`config.mk`:
```
export PLATFORM = sky130hd
export DESIGN_NAME = alt_write_sequencer
export DESIGN_NICKNAME = d
export VERILOG_FILES = /design/src/rtl/alt_write_sequencer.sv
export SDC_FILE = /design/constraint.sdc
export NUM_CORES = 1
export LEC_CHECK = 0
export ABC_AREA = 1
export BUFFER_PORTS_ARGS = -buffer_cell sky130_fd_sc_hd__buf_2
export CORE_UTILIZATION = 54
export CTS_BUF_LIST = sky130_fd_sc_hd__clkbuf_8
export DETAILED_ROUTE_END_ITERATION = 12
export PLACE_DENSITY = 0.85
export SKIP_CTS_REPAIR_TIMING = 1
export SYNTH_ARGS = -nofsm -noshare
export SYNTH_HDL_FRONTEND = slang
export SYNTH_SLANG_ARGS = --single-unit
```
`constraint.sdc`:
```
create_clock -name clk -period 2 [get_ports clk]
set_input_delay 0.2 -clock clk [delete_from_list [all_inputs] [get_ports clk]]
set_output_delay 0.2 -clock clk [all_outputs]
set_load 0.05 [all_outputs]
```
`src/rtl/alt_write_sequencer.sv`:
```
// Two-source write sequencer feeding the alternating-write register: per-source FIFOs, read/write arbitration.
// Latency: a word pushed on edge N shows write_enable=1 after edge N+1 at the earliest; all outputs registered.
// Backpressure: sN_ready drops while that source FIFO is full; rd_req is held until rd_grant pulses.

module alt_write_sequencer_fifo #(
    parameter int WIDTH = 16,
    parameter int DEPTH = 4
) (
    input  logic                       clk,
    input  logic                       rst,
    input  logic                       push_vld,
    input  logic [WIDTH-1:0]           push_dat,
    input  logic                       pop,
    output logic [WIDTH-1:0]           head_dat,
    output logic [$clog2(DEPTH):0]     count
);
    // Purpose: small circular FIFO with no bypass path.
    // Latency: a pushed word becomes the head one edge later.
    // Backpressure: caller must not push when full or pop when empty.
    localparam int AW = $clog2(DEPTH);

    logic [WIDTH-1:0] mem [DEPTH];
    logic [AW-1:0]    wr_ptr;
    logic [AW-1:0]    rd_ptr;

    assign head_dat = mem[rd_ptr];

    always_ff @(posedge clk) begin
        if (rst) begin
            wr_ptr <= '0;
            rd_ptr <= '0;
            count  <= '0;
        end else begin
            if (push_vld) begin
                mem[wr_ptr] <= push_dat;
                wr_ptr      <= wr_ptr + 1'b1;
            end
            if (pop) begin
                rd_ptr <= rd_ptr + 1'b1;
            end
            case ({push_vld, pop})
                2'b10:   count <= count + 1'b1;
                2'b01:   count <= count - 1'b1;
                default: count <= count;
            endcase
        end
    end
endmodule

module alt_write_sequencer #(
    parameter int WIDTH = 16,
    parameter int DEPTH = 4,
    parameter int CW    = 8
) (
    input  logic                       clk,
    input  logic                       rst,
    input  logic                       s1_valid,
    input  logic [WIDTH-1:0]           s1_data,
    output logic                       s1_ready,
    input  logic                       s2_valid,
    input  logic [WIDTH-1:0]           s2_data,
    output logic                       s2_ready,
    input  logic                       rd_req,
    output logic                       rd_grant,
    output logic                       write_enable,
    output logic                       read_enable,
    output logic [WIDTH-1:0]           write_port_1,
    output logic [WIDTH-1:0]           write_port_2,
    output logic                       next_port,
    output logic [$clog2(DEPTH):0]     s1_count,
    output logic [$clog2(DEPTH):0]     s2_count,
    output logic [CW-1:0]              starve_cnt
);
    // Purpose: buffer two write sources and issue one read or write per cycle in port-1/port-2 order.
    // Latency: push on edge N, write_enable after edge N+1 at the earliest.
    // Backpressure: sN_ready = FIFO not full; reads wait for rd_grant.
    localparam int CNTW = $clog2(DEPTH) + 1;

    logic             push1, push2, pop1, pop2;
    logic             empty1, empty2;
    logic [WIDTH-1:0] head1, head2;
    logic             wr_elig, issue_rd, issue_wr, starve_hit;

    assign s1_ready = (s1_count != CNTW'(DEPTH));
    assign s2_ready = (s2_count != CNTW'(DEPTH));
    assign push1    = s1_valid && s1_ready;
    assign push2    = s2_valid && s2_ready;
    assign empty1   = (s1_count == '0);
    assign empty2   = (s2_count == '0);

    alt_write_sequencer_fifo #(.WIDTH(WIDTH), .DEPTH(DEPTH)) u_fifo1 (
        .clk      (clk),
        .rst      (rst),
        .push_vld (push1),
        .push_dat (s1_data),
        .pop      (pop1),
        .head_dat (head1),
        .count    (s1_count)
    );

    alt_write_sequencer_fifo #(.WIDTH(WIDTH), .DEPTH(DEPTH)) u_fifo2 (
        .clk      (clk),
        .rst      (rst),
        .push_vld (push2),
        .push_dat (s2_data),
        .pop      (pop2),
        .head_dat (head2),
        .count    (s2_count)
    );

    // Only the FIFO owning the next port can supply a write; the other one just waits.
    assign wr_elig    = next_port ? !empty1 : !empty2;
    assign starve_hit = next_port ? (empty1 && !empty2) : (empty2 && !empty1);

    // read_enable is last cycle's op: a read never follows a read while a write is eligible.
    always_comb begin
        issue_rd = 1'b0;
        issue_wr = 1'b0;
        if (rd_req && !read_enable) begin
            issue_rd = 1'b1;
        end else if (wr_elig) begin
            issue_wr = 1'b1;
        end else if (rd_req) begin
            issue_rd = 1'b1;
        end
    end

    assign pop1 = issue_wr && next_port;
    assign pop2 = issue_wr && !next_port;

    always_ff @(posedge clk) begin
        if (rst) begin
            write_enable <= 1'b0;
            read_enable  <= 1'b0;
            rd_grant     <= 1'b0;
            write_port_1 <= '0;
            write_port_2 <= '0;
            next_port    <= 1'b1;
            starve_cnt   <= '0;
        end else begin
            write_enable <= issue_wr;
            read_enable  <= issue_rd;
            rd_grant     <= issue_rd;
            if (issue_wr) begin
                if (next_port) begin
                    write_port_1 <= head1;
                end else begin
                    write_port_2 <= head2;
                end
                next_port <= !next_port;
            end
            if (starve_hit && (starve_cnt != {CW{1'b1}})) begin
                starve_cnt <= starve_cnt + 1'b1;
            end
        end
    end
endmodule

```
==> metrics.cfg, run 1 <==
[floorplanning]
ios=89
fp.dieH_um=119
die_x_um=119
placementRows=42
initial_core_util_pct=55.6
dieArea_um2=14200
core_um2=13300

[worst_setup_path]
crit_arrival_ps=2220
r2r-start=u_fifo2.count[0]$_SDFFE_PP0P_
startpoint_type=register
rr_worst_depth=10
crit_type=reg2reg
critPathRequiredTime_ps=2360
cp_max_fo=4
r2r_setup_slack_ps=150
r2r-end=u_fifo2.count[2]$_SDFFE_PP0P_
end_kind=register

[power_and_ir_drop]
vdd.ir_drop.worst_mv=0.804
powerDensity_nw_per_um2=1240
total_power_mw=11.0
leakage_nw=3.51

[grt]
grt_start_max_net_pins=38
antenna_found_initial=0
grt_pass1_wl_um=23300
grt_pass1_vias=4754
overflow=0
grtUsageTotal_pct=21.6

[logic_synthesis]
postSynthAreaPerCell_um2=10.8
netlist_area_um2=7390
yosysTopAreaCell=edfxtp_1
yosysTopAreaCellShare_pct=52.0
ys_seq_elements=185
netlist-cell-type-count=31
syn_inst=683
syn_nets=733
synth_area_leaders=edfxtp_1 52%, dfxtp_1 15%, nor2_1 9.6%
ys_seq_area_share_pct=67.4
yosysWarnings=0

[final_layout]
multi_input_area_um2=2090
areaGrowthSynthToFinish_pct=20.0
antenna_cells=0
drive_gt1_share_pct=20.8
most-common-layout-cells=189 x nor2_1, 128 x edfxtp_1, 103 x o21ai_0
nFillCells=959
final_common_cell=nor2_1
ff_latch_area_um2=5010
finalInstanceArea_um2=8870
nets=861
fin_util_pct=66.7

[worst_hold_path]
hold_path_end=u_fifo1.wr_ptr[1]$_SDFFE_PP0P_
hp-class=in2reg
hp-start=s1_valid
hold-path-cell-count=3

[clocking]
htreeDepth=4
clkTransAtPathRegs_ps=90
cts-root-buf=clkbuf_8
cts-buffers-inserted=17
clk_latency_ps=470
cts_tree=built
clock_sinks=185
clk_path_buf_depth=2

[detailed_routing]
dr.pass1.iters=6
ant_nets=0
wl_per_cell_um=15.3
drcViolationCount=0
via_count=5198
wl_met3_um=961
wl_met1_um=6200
wl_met2_um=7910
wl_um=15300
topRoutingLayerUsed=met4
routed_via_density=5.20
drtIter0Drc=488

[place]
place_area_um2=8070
numPortBuffers=88
place_hpwl_um=9170
gp_congestion=0.801

[sta]
final.min_clock_period_ps=1850
slew_violations=0
fin_skew_ps=12.0
worst_slew_pin_slew_ps=485
rsz0062_at_grt=no
fmax_ghz=0.539
fin_crit_sh_pct=92.7
finalSetupViolCount=0
hold_viol=0
setup_tns_ps=0
max_slew_margin_pct=67.6

[job]
cap_violations=0

[run_status]
status=finished clean

## metal layers
layer | vias up | global-route usage [%]
met3 | 27 | 5.80
met2 | 169 | 36.1
met5 | - | 0
li1 | 2566 | -
met4 | 0 | 8.54
met1 | 2436 | 26.7
## registers in the layout, indices dropped and copies added (netlist names), 3 cells and up
register       count
starve_cnt         8
u_fifo1.count      3
u_fifo1.mem       64
u_fifo2.count      3
u_fifo2.mem       64
write_port_1      16
write_port_2      16
## synthesized netlist by cell type (all sizes together)
cell	count
edfxtp	128
nor2	193
clkinv	1
xnor2	1
buf	26
inv	39
o211ai	1
dfxtp	57
nand3	12
o21ai	142
a21oi	14
nor3	1
fa	2
nand4	3
xor2	3
nand2	43
ha	11
clkbuf	6
## where the power goes
part           internal [mW]  switching (mW)  total, mW
sequential              4.53           0.299       4.83
clock                   1.49            1.31       2.81
combinational          0.928            2.45       3.38
total                   6.95            4.06       11.0
## final cells by class
cell class | count | share of cell area (%)
flip-flops and latches | 185 | 56.5
inverters | 40 | 1.72
clock inverters | 15 | 2.54
repair buffers | 141 | 10.6
well taps | 176 | 2.48
multi-input cells | 426 | 23.5
clock buffers | 17 | 2.64
## critical path: stages (launching register included)
cell and delay [ps]:
dfxtp_4 380, nor2_4 170, nand2_2 90, nand3_4 100, inv_4 30, ha_1 210
fa_2 350, a21oi_1 150, o21ai_1 100, o21ai_1 120, a21oi_1 40
## per-stage QoR
step | instances | hold slack, ps | setup WS, ps
3_3_place_gp | 934 | 412 | 212
5_1_grt | 1000 | 102 | 1.72
2_1_floorplan | 683 | 263 | 0.675
4_1_cts | 966 | -88.3 | 133
6_report | 1000 | 95.6 | 146
3_5_place_dp | 934 | 416 | 143
## how the worst max path moves through the flow
stage                                  start                             to  slack [ps]  cells after the start
6_report       u_fifo2.count[0]$_SDFFE_PP0P_  u_fifo2.count[2]$_SDFFE_PP0P_         150                     10
5_1_grt        u_fifo2.count[0]$_SDFFE_PP0P_  u_fifo2.count[2]$_SDFFE_PP0P_           2                     10
4_1_cts        u_fifo2.count[1]$_SDFFE_PP0P_  u_fifo2.count[2]$_SDFFE_PP0P_         130                     10
3_5_place_dp   u_fifo2.count[1]$_SDFFE_PP0P_  u_fifo2.count[2]$_SDFFE_PP0P_         140                     10
3_3_place_gp   u_fifo1.count[1]$_SDFFE_PP0P_  u_fifo1.count[2]$_SDFFE_PP0P_         210                     10
2_1_floorplan  u_fifo2.count[1]$_SDFFE_PP0P_  u_fifo2.count[2]$_SDFFE_PP0P_         0.7                     11
## kinds of logic (layout without fill, tap and decap cells)
group,Yosys count,after routing,synth area share [%]
fa+ha+maj,13,13,2.40
buf+inv,72,213,4.67
compound gates,157,157,10.7
xor+xnor,4,4,0.474
simple gates,252,252,14.4
flops,185,185,67.4
(Power assumes the default switching activity.)
==> run 2, diff against run 1 <==
- CAP_MARGIN: unset -> 10
- GPL_TIMING_DRIVEN: unset -> 0
==> run 2 against run 1 <==
  * Sequential power down 0.8%
  * Routed wire length up 7.8%
  * Clock skew down 3.4 ps
  * Critical path type unchanged
==> metrics.cfg, run 2 (synthesis gave the netlist of run 1 again) <==
[run_status]
status=finished clean

[detailed_routing]
ant_nets=0
wl_per_cell_um=16.1
wl_um=16500
drcViolationCount=0
routed_via_density=5.28
dr.pass1.iters=5
drtIter0Drc=394
via_count=5429

[grt]
met1_usage_pct=28.7
overflow=0
grt_pass1_wl_um=24700
grt.met3_usage_pct=6.13
antenna_found_initial=0
grtUsageTotal_pct=23.2
grt_pass1_vias=5018
grt_start_max_net_pins=19
busiest_layer=met2
met2_usage_pct=38.6

[final_layout]
most-common-layout-cells=183 x nor2_1, 128 x edfxtp_1, 104 x buf_2
drive_gt1_share_pct=24.5
final_common_cell=nor2_1
antenna_cells=0
finalInstanceArea_um2=9010
reg_top3=u_fifo1.mem x64, u_fifo2.mem x64
nets=890
areaGrowthSynthToFinish_pct=21.9

[clocking]
cts_tree=built
clk_path_buf_depth=2
clk_latency_ps=480
cts-root-buf=clkbuf_8
clkTransAtPathRegs_ps=90
htreeDepth=4
cts-buffers-inserted=17
clock_sinks=185

[worst_setup_path]
worst_path_max_delay_cell=dfxtp_4
crit_path_cell_trace=nor2_4 -> nand2_2 -> nand3_4 -> inv_6 -> buf_6 -> ha_2 -> fa_2 -> a21oi_1 -> o21ai_1 -> o21ai_1 -> a21oi_1
cp_top_family=adder cells
critPathRequiredTime_ps=2360
critical_path_buf_inv_count=2
cp_max_fo=10
r2r_setup_slack_ps=40
cp_slowest_stage_delay_ps=370
r2r-end=u_fifo2.count[2]$_SDFFE_PP0P_
crit_type=reg2reg
crit_arrival_ps=2330
r2r-start=u_fifo2.count[0]$_SDFFE_PP0P_
worstSetupPathDepth=11
rr_worst_depth=11
startpoint_type=register
crit_end=u_fifo2.count[2]$_SDFFE_PP0P_
end_kind=register
crit_path_start=u_fifo2.count[0]$_SDFFE_PP0P_

[power_and_ir_drop]
leakage_nw=3.55
switchingPower_mw=4.29
swShare_pct=39.5
power_frac_comb_pct=34.5
p_seq_share_pct=44.1
vdd.ir_drop.worst_mv=0.815
internal_power_mw=6.58
total_power_mw=10.9
powerDensity_nw_per_um2=1210
clkPwrFrac_pct=21.4

[worst_hold_path]
hp-start=s2_valid
hp-class=in2reg

[sta]
final.min_clock_period_ps=1960
finalSetupViolCount=0
fmax_ghz=0.509
worst_slew_pin_slew_ps=1020
max_slew_margin_pct=31.7
fin_skew_ps=8.65
fin_crit_sh_pct=98.2
hold_viol=0
rsz0062_at_grt=yes
slew_violations=0

[place]
place_hpwl_um=10400
gp_congestion=0.803
numPortBuffers=88
place_area_um2=8180

[floorplanning]
ios=89
core_um2=13300
dieArea_um2=14200
placementRows=42
die_x_um=119
fp.dieH_um=119
initial_core_util_pct=55.6

[job]
cap_violations=0

==> run 2: cell types whose count changed in the layout (fill, tap and decap cells not counted), sizes merged <==
cell | previous run | this run
buf | 107 | 129
clkbuf | 17 | 23
inv | 42 | 48
bufinv | 5 | 0
clkinv | 6 | 3
clkinvlp | 2 | 4
dlygate4sd3 | 34 | 35
==> run 2: per-layer routing <==
layer / vias up / routed length, um
met4: 0 / 327
li1: 2632 / -
met2: 218 / 8330
met3: 34 / 1140
met1: 2545 / 6740
met5: - / 0
==> run 2: worst min path at each step <==
stage	slack (ps)	endpoint	cells after the start
3_3_place_gp	410	u_fifo2.mem[0][13]$_DFFE_PP_	1
4_1_cts	-90	u_fifo1.mem[0][3]$_DFFE_PP_	1
5_1_grt	110	u_fifo2.wr_ptr[1]$_SDFFE_PP0P_	3
3_5_place_dp	410	u_fifo2.mem[3][7]$_DFFE_PP_	1
6_report	100	u_fifo2.wr_ptr[1]$_SDFFE_PP0P_	3
2_1_floorplan	260	u_fifo1.count[0]$_SDFFE_PP0P_	1
==> run 2: through the flow <==
stage / setup slack (ps) / utilization (%) / hold WS [ps] / setup TNS (ps) / instances
5_1_grt: -53.0 / 67.8 / 115 / -405 / 1029
3_5_place_dp: -165 / 61.5 / 414 / -1130 / 952
2_1_floorplan: 0.675 / - / 263 / 0 / 683
6_report: 36.4 / 67.8 / 99.1 / 0 / 1029
3_3_place_gp: -369 / 61.0 / 411 / -35210 / 947
4_1_cts: -184 / 64.3 / -92.2 / -838 / 984
==> run 2: worst min-delay path, cell delays in order <==
cell and delay, ps:
buf_2 110, nand2_1 140, a21oi_1 90
==> run 2: final cells by class <==
| class | count | area, um^2 |
|---|---|---|
| clock inverter | 15 | 134 |
| inverter | 40 | 158 |
| clock buffer | 17 | 234 |
| multi-input combinational | 426 | 2140 |
| buffer | 31 | 181 |
| tap | 176 | 220 |
| sequential | 185 | 5010 |
| timing repair buffer | 139 | 930 |
| fill | 948 | 4290 |
==> run 2: power by group through the flow <==
| stage | Sequential [mW] | Clock [mW] | Combinational (mW) |
|---|---|---|---|
| 2_1_floorplan | 5.81 | 0 | 1.71 |
| 3_3_place_gp | 4.86 | 0 | 3.41 |
| 3_5_place_dp | 4.88 | 0 | 3.50 |
| 4_1_cts | 4.79 | 2.34 | 3.51 |
| 5_1_grt | 4.85 | 2.50 | 4.09 |
| 6_report | 4.79 | 2.33 | 3.76 |
==> run 3, diff against run 2 <==
- SYNTH_HIERARCHICAL: unset -> 1
==> run 3 against run 2 <==
  * The flow now finishes with violations (negative setup slack)
  * Die area is 1.3% higher
  * Sequential cell count is 4 higher
  * Total power is 11% higher
  * Sequential share of layout area is 0.29 points lower
  * Non-clock buffer count is 1 lower
  * Highest routed layer unchanged
==> metrics.cfg, run 3 <==
[final_layout]
areaGrowthSynthToFinish_pct=22.6
most-common-layout-cells=128 x edfxtp_1, 101 x buf_2, 98 x nand2_1
antenna_cells=0
reg_top3=u_fifo1/mem x64, u_fifo2/mem x64
final_common_cell=edfxtp_1
stdcell_count=1025
drive_gt1_share_pct=25.6
nets=886

[worst_setup_path]
end_kind=register
r2r-start=u_fifo1/count[0]$_SDFFE_PP0P_
r2r-end=u_fifo1/mem[1][0]$_DFFE_PP_
worst_path_max_delay_cell=nor2_2
r2r_setup_slack_ps=-200
cp_top_family=simple AND/OR/NAND/NOR gates
crit_type=reg2reg
crit_path_cell_trace=nor2_4 -> a21boi_0 -> nand2_1 -> nor2_2
rr_worst_depth=4
cp_slowest_stage_delay_ps=810
cp_max_fo=16
critPathRequiredTime_ps=2090
critical_path_buf_inv_count=0
startpoint_type=register
crit_arrival_ps=2290

[floorplanning]
dieArea_um2=14400
ios=89
core_um2=13400
fp.dieH_um=120
placementRows=42
die_x_um=120
initial_core_util_pct=55.9

[detailed_routing]
ant_nets=0
drcViolationCount=0
dr.pass1.iters=5
routed_via_density=5.45
wl_um=17300
via_count=5582
wl_per_cell_um=16.8
drtIter0Drc=636

[sta]
rsz0062_at_grt=yes
fmax_ghz=0.454
fin_crit_sh_pct=110
slew_violations=0
hold_viol=0
setup_tns_ps=-8350
final.min_clock_period_ps=2200
max_slew_margin_pct=33.6
worst_slew_pin_slew_ps=994
finalSetupViolCount=48
layout_setup_ws_ps=-202
fin_skew_ps=16.7

[logic_synthesis]
synth_area_leaders=edfxtp_1 51%, dfxtp_1 16%, nor2_1 5.0%
ys_seq_elements=189
syn_nets=723
yosysTopAreaCellShare_pct=51.3
ys_seq_area_share_pct=67.6
netlist_area_um2=7490
ys_top_cells_by_count=128 x edfxtp_1, 99 x nor2_1, 98 x nand2_1
synth_edf_count=128
syn_inst=673
yosysTopAreaCell=edfxtp_1
postSynthAreaPerCell_um2=11.1
yosysWarnings=6
synth_flop_cell=edfxtp_1
synthArstFlopShare_pct=0
netlist-cell-type-count=32
synth_most_common_cell=edfxtp_1

[clocking]
clock_sinks=189
cts-root-buf=clkbuf_8
clk_latency_ps=470
cts-buffers-inserted=17
htreeDepth=4
clk_path_buf_depth=2
cts_tree=built
clkTransAtPathRegs_ps=90

[power_and_ir_drop]
internal_power_mw=7.33
clkPwrFrac_pct=22.3
total_power_mw=12.0
switchingPower_mw=4.71
powerDensity_nw_per_um2=1310
p_seq_share_pct=41.3
power_frac_comb_pct=36.3
swShare_pct=39.1
leakage_nw=3.62
vdd.ir_drop.worst_mv=0.696

[grt]
grt_start_max_net_pins=17
overflow=0
grt_pass1_vias=5229
grtUsageTotal_pct=23.8
antenna_found_initial=0
grt_pass1_wl_um=25600

[worst_hold_path]
hold_path_end=u_fifo1/count[2]$_SDFFE_PP0P_
hp-class=in2reg
hp-start=rst
hold-path-cell-count=4

[run_status]
status=finished with violations
violations=negative setup slack

[place]
place_ws_ps=-190
numPortBuffers=88
place_hpwl_um=10900
gp_congestion=0.794
dp_cells=940

[job]
cap_violations=0

## run 3: cell count changes in the layout (fill, tap and decap cells not counted), moves of 6 or more
| cell | delta |
|---|---|
| inv_1 | +20 |
| buf_4 | +11 |
| inv_6 | -6 |
| nor2_1 | -92 |
| nand2_2 | +7 |
| o21ai_1 | +18 |
| nand2_1 | +64 |
| o22ai_1 | +32 |
| o21ai_0 | -83 |
| a21oi_2 | +8 |
| a21oi_1 | +20 |
## run 3: through the flow
stage | util, % | hold WS [ps] | area, um^2
detailed placement | 61.4 | 418 | 8230
floorplan | - | 299 | 7520
global route | 68.5 | 145 | 9180
global placement | 61.1 | 414 | 8180
finish | 68.5 | 127 | 9180
CTS | 64.7 | -68.6 | 8670
## run 3: worst max-delay path by stage
| stage | from | end | cells after the start | slack, ps |
|---|---|---|---|---|
| final | u_fifo1/count[0]$_SDFFE_PP0P_ | u_fifo1/mem[1][0]$_DFFE_PP_ | 4 | -200 |
| after floorplan | u_fifo2/count[2]$_SDFFE_PP0P_ | u_fifo2/count[2]$_SDFFE_PP0P_ | 14 | -80 |
| after global placement | u_fifo2/count[1]$_SDFFE_PP0P_ | u_fifo2/mem[0][0]$_DFFE_PP_ | 4 | -530 |
| after CTS | u_fifo2/count[1]$_SDFFE_PP0P_ | u_fifo2/mem[1][13]$_DFFE_PP_ | 5 | -210 |
| after detailed placement | u_fifo2/count[1]$_SDFFE_PP0P_ | u_fifo2/mem[1][13]$_DFFE_PP_ | 5 | -190 |
| after global routing | u_fifo1/count[0]$_SDFFE_PP0P_ | u_fifo1/mem[1][0]$_DFFE_PP_ | 4 | -320 |
## run 3: final cells by class
cell class / instances / area [um^2]
clock inverters: 12 / 160
repair buffers: 146 / 977
flip-flops and latches: 189 / 5080
inverters: 59 / 246
fillers: 983 / 4220
multi-input cells: 400 / 2090
well taps: 176 / 220
plain buffers: 23 / 129
clock buffers: 20 / 275
## run 3: cells by family after synthesis
kind of cell,synth area share (%)
xor+xnor,0.351
simple gates,13.2
flops,67.6
compound gates,11.3
fa+ha+maj,2.37
buf+inv,5.21
## run 3: worst min-delay path: stages
cell and delay [ps]:
buf_2 110, inv_1 110, nand2_1 90, nor2_1 30
## run 3: layer usage
layer | vias up | global-route usage, % | share of wire [%] | wire length (um)
met2 | 264 | 40.2 | 50 | 8710
met5 | - | 0 | 0 | 0
met4 | 0 | 10.6 | 2.4 | 412
met3 | 32 | 4.47 | 7.1 | 1230
met1 | 2645 | 29.7 | 40 | 6920
li1 | 2641 | - | - | -
## run 3: power groups by stage
stage	clock network (mW)	registers, mW	logic [mW]
detailed placement	0	5.06	4.03
global placement	0	5.05	3.92
floorplan	0	5.97	2.07
CTS	2.71	4.98	4.05
global route	2.85	5.03	4.75
finish	2.69	4.98	4.37
